**config.mk**
```make
export PLATFORM = sky130hd
export DESIGN_NAME = iter_counter
export DESIGN_NICKNAME = d
export VERILOG_FILES = /design/src/rtl/iter_counter_pkg.sv /design/src/rtl/iter_step.sv /design/src/rtl/iter_counter.sv
export SDC_FILE = /design/constraint.sdc
export NUM_CORES = 1
export LEC_CHECK = 0
export ABC_AREA = 1
export CORE_AREA = 3 3 41 43
export DETAILED_ROUTE_END_ITERATION = 16
export DIE_AREA = 0 0 44 46
export GPL_TIMING_DRIVEN = 0
export PLACE_DENSITY_LB_ADDON = 0.1
export REMOVE_ABC_BUFFERS = 1
export SYNTH_ARGS = -nofsm -noshare
export SYNTH_HDL_FRONTEND = slang
export SYNTH_SLANG_ARGS = --single-unit
```
**constraint.sdc**
```tcl
create_clock -name clk -period 2.35 [get_ports clk]
set_input_delay 0.705 -clock clk [delete_from_list [all_inputs] [get_ports clk]]
set_output_delay 0.705 -clock clk [all_outputs]
set_load 0.01 [all_outputs]
```
**src/rtl/iter_counter_pkg.sv**
```systemverilog
// Shared multiplier-control definitions: counter state encoding and direction constants.
// Pure declarations: no logic, no latency, no flow control.
package iter_counter_pkg;

  typedef enum logic [1:0] {
    IDLE = 2'b00,
    RUN  = 2'b01,
    DONE = 2'b10
  } state_t;

  localparam logic DIR_DOWN = 1'b0;
  localparam logic DIR_UP   = 1'b1;

endpackage

```
**src/rtl/iter_step.sv**
```systemverilog
// Combinational count stepper: next count in the chosen direction plus terminal match.
// Zero latency; no flow control (pure function of count and direction).
module iter_step
  import iter_counter_pkg::*;
#(
  parameter int WIDTH = 4
) (
  input  logic [WIDTH-1:0] count,
  input  logic             dir,
  output logic [WIDTH-1:0] next_count,
  output logic             at_term
);

  logic [WIDTH-1:0] term_val;

  // Up runs to all-ones, down runs to zero; arithmetic wraps modulo 2^WIDTH.
  assign term_val   = (dir == DIR_UP) ? {WIDTH{1'b1}} : {WIDTH{1'b0}};
  assign next_count = (dir == DIR_UP) ? count + 1'b1 : count - 1'b1;
  assign at_term    = (count == term_val);

endmodule

```
**src/rtl/iter_counter.sv**
```systemverilog
// Loadable up/down iteration counter with hold-or-reload at terminal and a one-cycle done pulse.
// Count visible one cycle after load; done one cycle after the completing step; en stalls, never backpressures.
module iter_counter
  import iter_counter_pkg::*;
#(
  parameter int WIDTH       = 4,
  parameter int AUTO_RELOAD = 0
) (
  input  logic             clk,
  input  logic             reset,
  input  logic             load,
  input  logic [WIDTH-1:0] load_val,
  input  logic             up,
  input  logic             en,
  output logic [WIDTH-1:0] count,
  output logic             k,
  output logic             done,
  output logic             busy
);

  state_t           state, state_nxt;
  logic [WIDTH-1:0] count_nxt, reload, reload_nxt, step_count;
  logic             dir, dir_nxt, done_nxt, at_term;

  iter_step #(.WIDTH(WIDTH)) u_step (
    .count      (count),
    .dir        (dir),
    .next_count (step_count),
    .at_term    (at_term)
  );

  always_ff @(posedge clk) begin
    if (reset) begin
      state  <= IDLE;
      count  <= '0;
      dir    <= DIR_DOWN;
      reload <= '0;
      done   <= 1'b0;
    end else begin
      state  <= state_nxt;
      count  <= count_nxt;
      dir    <= dir_nxt;
      reload <= reload_nxt;
      done   <= done_nxt;
    end
  end

  always_comb begin
    state_nxt  = state;
    count_nxt  = count;
    dir_nxt    = dir;
    reload_nxt = reload;
    done_nxt   = 1'b0;
    if (load) begin
      // A load restarts from any state; an aborted run never reports done.
      state_nxt  = RUN;
      count_nxt  = load_val;
      dir_nxt    = up;
      reload_nxt = load_val;
    end else begin
      case (state)
        RUN: begin
          if (en) begin
            if (at_term) begin
              done_nxt = 1'b1;
              if (AUTO_RELOAD != 0) count_nxt = reload;
              else                  state_nxt = DONE;
            end else begin
              count_nxt = step_count;
            end
          end
        end
        default: ;
      endcase
    end
  end

  assign k    = (state != IDLE) && at_term;
  assign busy = (state == RUN);

endmodule

```
==> impl_metrics.yaml <==
run_status:
  outcome: "complete, no violations"
floorplanning:
  ios: 16
  initial_core_util_pct: 39.0
  die_area_um2: 2020
  dieWidth_um: 44
  core_um2: 1330
  rows: 13
  die_h_um: 46
global_routing:
  grt_pass1_vias: 490
  met2_usage_pct: 21.8
  track_usage_pct: 14.1
  top_usage_layer: "met2"
  use_met1_pct: 17.2
  grt_use_met3_pct: 7.11
  grt-ovfl-total: 0
  antenna_found_initial: 0
  grt_pass1_wl_mm: 2.02
  grt_max_degree: 13
routing:
  viasPerCell: 4.71
  ant_nets: 0
  dr.pass1.iters: 5
  routed-via-count: 518
  wl_per_cell_um: 10.8
  drt-initial-drc-count: 7
  route.detailed.drc: 0
  drt-total-wl_mm: 1.19
yosys:
  seq_area_frac_synth_pct: 30.8
  ys_ff_latch: 8
  synthAdderAreaFrac_pct: 8.65
  synth_warnings: 0
  muxShareOfSynthArea_pct: 0
  synthesis.instances: 74
  synthDistinctLibCells: 19
  avgSynthCellArea_um2: 7.03
  synth_compound_area_share_pct: 7.93
  syn-cell-area_um2: 520
  synth_top_family_by_area: "simple AND/OR/NAND/NOR gates"
  synthSimpleGateAreaFrac_pct: 37.3
  yosys.area_share.xor_xnor_pct: 3.37
worst_setup_path:
  crit_type: "reg -> out"
  critPathCaptureType: "output pin"
  crit_fanout: 6
  path_depth: 7
  critPathArrivalTime_ns: 1.55
  reg2reg_depth: 9
  cp_cell_sequence: "inv_2 -> ha_4 -> nand2_1 -> a21oi_4 -> nand2_4 -> a21oi_1 -> buf_2"
  critPathMaxStageDelay_ns: 0.34
  cp_top_family: "flip-flops"
  critical_path.slowest_cell: "dfxtp_2"
  required_ns: 1.64
  worst-path-buf-inv: 2
  cp-start-kind: "register"
clock_tree:
  clkSinkCount: 8
  cts_made_buffers: 3
  cts_tree: "built"
  h-tree-depth: 1
  clock_latency_ns: 0.26
  cts_max_path_buffers: 2
  path_clk_slew_ns: 0.06
  cts_root_buffer: "clkbuf_4"
sta:
  hold_viol: 0
  rsz0062_at_grt: "false"
  max_slew_margin_pct: 74.0
  period_needed_ns: 2.26
  skew_ns: 0.00909
  fin_setup_tns_ns: 0
  setup_violations: 0
  finalCritPeriodShare_pct: 96.0
  worst_pin_slew_ns: 0.390
  drv_slew: 0
  max_freq_mhz: 443
final_layout:
  area_growth_pct: 44.7
  final_area_um2: 753
  drive_gt1_share_pct: 20.0
  final_common_cell: "nor2_1"
  fillers: 126
  nets: 109
  diodes: 0
  final_cell_mix: "nor2_1, clkdlybuf4s50_1, nand2_1"
place:
  place_area_um2: 664
  gp_routability_congestion: 0.712
  dp_hpwl_um: 875
  io_buffers: 15
power:
  vdd_drop_max_v: 0.000254
  p_per_area_nw_per_um2: 550
  power_uw: 414
  power_leakage_nw: 0.343
worst_hold_path:
  hold_path.class: "reg -> reg"
  whs_path_depth: 2
run:
  max-cap-violations: 0
through the flow:
step	setup WS, ns	hold slack [ns]	util (%)	instances
4_1_cts	0.0551	0.485	53.3	107
3_5_place_dp	-0.240	0.478	49.8	102
5_1_grt	0.0115	0.526	56.5	110
6_report	0.0935	0.486	56.5	110
2_1_floorplan	0.331	0.444	-	72
3_3_place_gp	-0.226	0.473	49.8	102
cells by family (layout without fill, tap and decap cells):
kind of cell               Yosys count  in the layout
AOI/OAI and AO/OA                    7              7
adders and majority gates            3              3
DFF                                  8              8
and+or+nand+nor                     42             42
buffers and inverters               12             33
xor gates and xnor gates             2              2
registers in the layout (all words and copies together), names as in the netlist:
| register | flops |
|---|---|
| count | 4 |
| state | 2 |
| done | 1 |
| dir | 1 |
worst reg2reg max path, delay by kind of cell, from the launching register on:
family / cells / cell delay [ns]
AO/OA/AOI/OAI: 2 / 0.21
adder cells (fa/ha/maj): 1 / 0.28
buffers and inverters: 3 / 0.30
flip-flops: 1 / 0.34
AND/OR/NAND/NOR: 3 / 0.29
what timing repair did:
action | CTS | global route
pin swaps | 0 | 1
buffers inserted | 2 | 3
gates resized for setup | 6 | 2
endpoints found under the setup margin | 1 | 1
hold buffers | 0 | 0
Yosys cell counts:
cell type  count  area, µm²
inv_1          8       30.0
clkbuf_8       1       13.8
nand2_1       12       45.0
nor2_1        17       63.8
nand3_1        5       25.0
ha_1           2       25.0
inv_2          2       7.51
a21oi_1        5       25.0
nand2_4        2       22.5
a211oi_1       1       7.51
dfxtp_1        8        160
xnor2_1        2       17.5
or2_2          1       6.26
and3_1         1       6.26
buf_6          1       11.3
nand2_2        1       6.26
a21oi_2        1       8.76
nand4_1        3       18.8
fa_1           1       20.0
final cells by class:
class                      instances  area (µm²)  area share, %
sequential                         8         161           21.4
clock buffer                       3        22.5           2.99
timing repair buffer              20         183           24.3
inverter                          10        37.5           4.98
tap                               15        18.8           2.49
multi-input combinational         54         330           43.9
report_power, final:
part           leakage (nW)  internal [mW]  switching [mW]
Clock                0.0138         0.0587          0.0498
Sequential           0.0664          0.145          0.0115
Combinational         0.263         0.0782          0.0707
metal layers:
| metal | wire length (µm) | vias to the layer above |
|---|---|---|
| met2 | 537 | 11 |
| met3 | 72 | 2 |
| met4 | 4 | 0 |
| met5 | 0 | - |
| li1 | - | 275 |
| met1 | 578 | 230 |
final timing paths:
check	startpoint	to	slack (ns)
max	dir$_SDFFE_PP0P_	k	0.09
min reg2reg	state[0]$_SDFFE_PP0P_	state[0]$_SDFFE_PP0P_	0.49
max reg2reg	dir$_SDFFE_PP0P_	state[0]$_SDFFE_PP0P_	0.81
min	state[0]$_SDFFE_PP0P_	state[0]$_SDFFE_PP0P_	0.49
No activity file was read; power rests on OpenSTA's default activity.
==> RTL change: new RTL, same flow settings <==
The parameter `AUTO_RELOAD` goes from 0 to 1.
--- a/src/rtl/iter_counter.sv
+++ b/src/rtl/iter_counter.sv
@@ -6,3 +6,3 @@
   parameter int WIDTH       = 4,
-  parameter int AUTO_RELOAD = 0
+  parameter int AUTO_RELOAD = 1
 ) (
Check against the original RTL: not equivalent (Yosys sat finds a counterexample within 4 cycles, from zero or initial values and one cycle with reset high).
==> RTL change against the original RTL <==
Total power up 25%. Sequential cell count up 3. Design area up 13%. Maximum frequency up 0.57%. Clock power up 19%. Count of clock-buffer cells in the layout up 1. Via count up 20%. Setup slack better by 0.013 ns. Wire length up 16%. Register-to-register slack better by 0.13 ns. Die area unchanged. Synthesized area up 21%. Critical path depth unchanged. Critical path type unchanged.
==> RTL change: results (changes against the original RTL) <==
STA
  – Final Skew: 0.00157 ns (-0.00752 ns)
  – WHS: 0.473 ns (-0.0132 ns)
  – Slew @ Worst Pin: 0.276 ns (-0.113 ns)

Synth
  – Seq/Total Area, Yosys: 0.349 (+0.0408)
  – Commonest cells post-synth: nand2_1, inv_1, dfxtp_1
  – Dominant cells by area after synthesis: dfxtp_1, nand2_1, nand3_1

CTS
  – PostCTS Resize Cnt: 5 (-1)
  – Post-CTS setup buffer count: 1 (-1)

Power and ir drop
  – Sw frac: 0.326 (+0.00730)
  – P_seq: 0.215 mW (+37%)
  – Comb pwr share: 0.336 (-0.024)
  – Leak: 0.402 nW (+17%)
  – Worst vdd ir: 0.396 mV (+56%)

Run status
  – Status: finished clean

GRT
  – Largest net degree at the start of global routing: 11 (-2)
  – GR Util met2: 0.250 (+0.0320)
  – GRT met3 Usage: 0.0277 (-0.0435)
  – Tot GR Track Use: 0.159 (+0.0188)
  – Vias in the first global route: 589 (+20%)
  – First-pass GRT wire length: 2410 um (+19%)

Place
  – Placed Area: 801 um2 (+21%)
  – Post-DP HPWL: 1030 um (+18%)
  – Final RePlAce weighted congestion: 0.776 (+9.0%)
  – Dpl ws: -0.192 ns (+0.0473 ns)

Worst hold path
  – Hold Startpoint: reload[2]
  – Hold path endpoint: reload[2]

Route
  – Met3 routed WL: 64 um (-11%)
  – Metal1 wirelength: 664 um (+15%)
  – Routed vias/inst: 4.94 (+5.0%)
  – WL per Instance: 11.0 um (+0.99%)
  – First-pass iteration count of the detailed router: 4 (-1)
  – WL final: 1380 um (+16%)

Worst setup path
  – Worst-path maximum fanout: 7 (+1)
  – R2R depth: 8 (-1)
  – Worst reg-to-reg setup slack: 0.94 ns (+0.13 ns)
  – Worst r2r dst: count[2]

Finish
  – Biggest regs: count (4), reload (4)
  – Final Util: 0.638 (+0.0732)
  – Fin nets: 124 (+14%)
-- RTL change: cell types whose count changed after synthesis, moves of 2 or more --
cell	before	now
a21oi_2	1	3
dfxtp_1	8	11
inv_1	8	13
nand2_1	12	25
nand3_1	5	10
nand4_1	3	0
nor2_1	17	3
o21ai_0	0	4
o22ai_1	0	3
-- RTL change: cell type report --
cell class,instances,area share
clock buffer,4,0.0309
inverter,16,0.0706
multi-input combinational,63,0.428
sequential,11,0.260
tap,15,0.0221
timing repair buffer,17,0.188
-- RTL change: logic make-up (layout without fill, tap and decap cells) --
logic type | count (synthesis) | in the layout | synth area share
AND/OR/NAND/NOR | 43 | 43 | 0.309
XOR/XNOR | 3 | 3 | 0.0416
flip-flops | 11 | 11 | 0.349
adder cells (fa/ha/maj) | 3 | 3 | 0.0713
AO/OA/AOI/OAI | 14 | 14 | 0.135
buffers and inverters | 16 | 37 | 0.0951
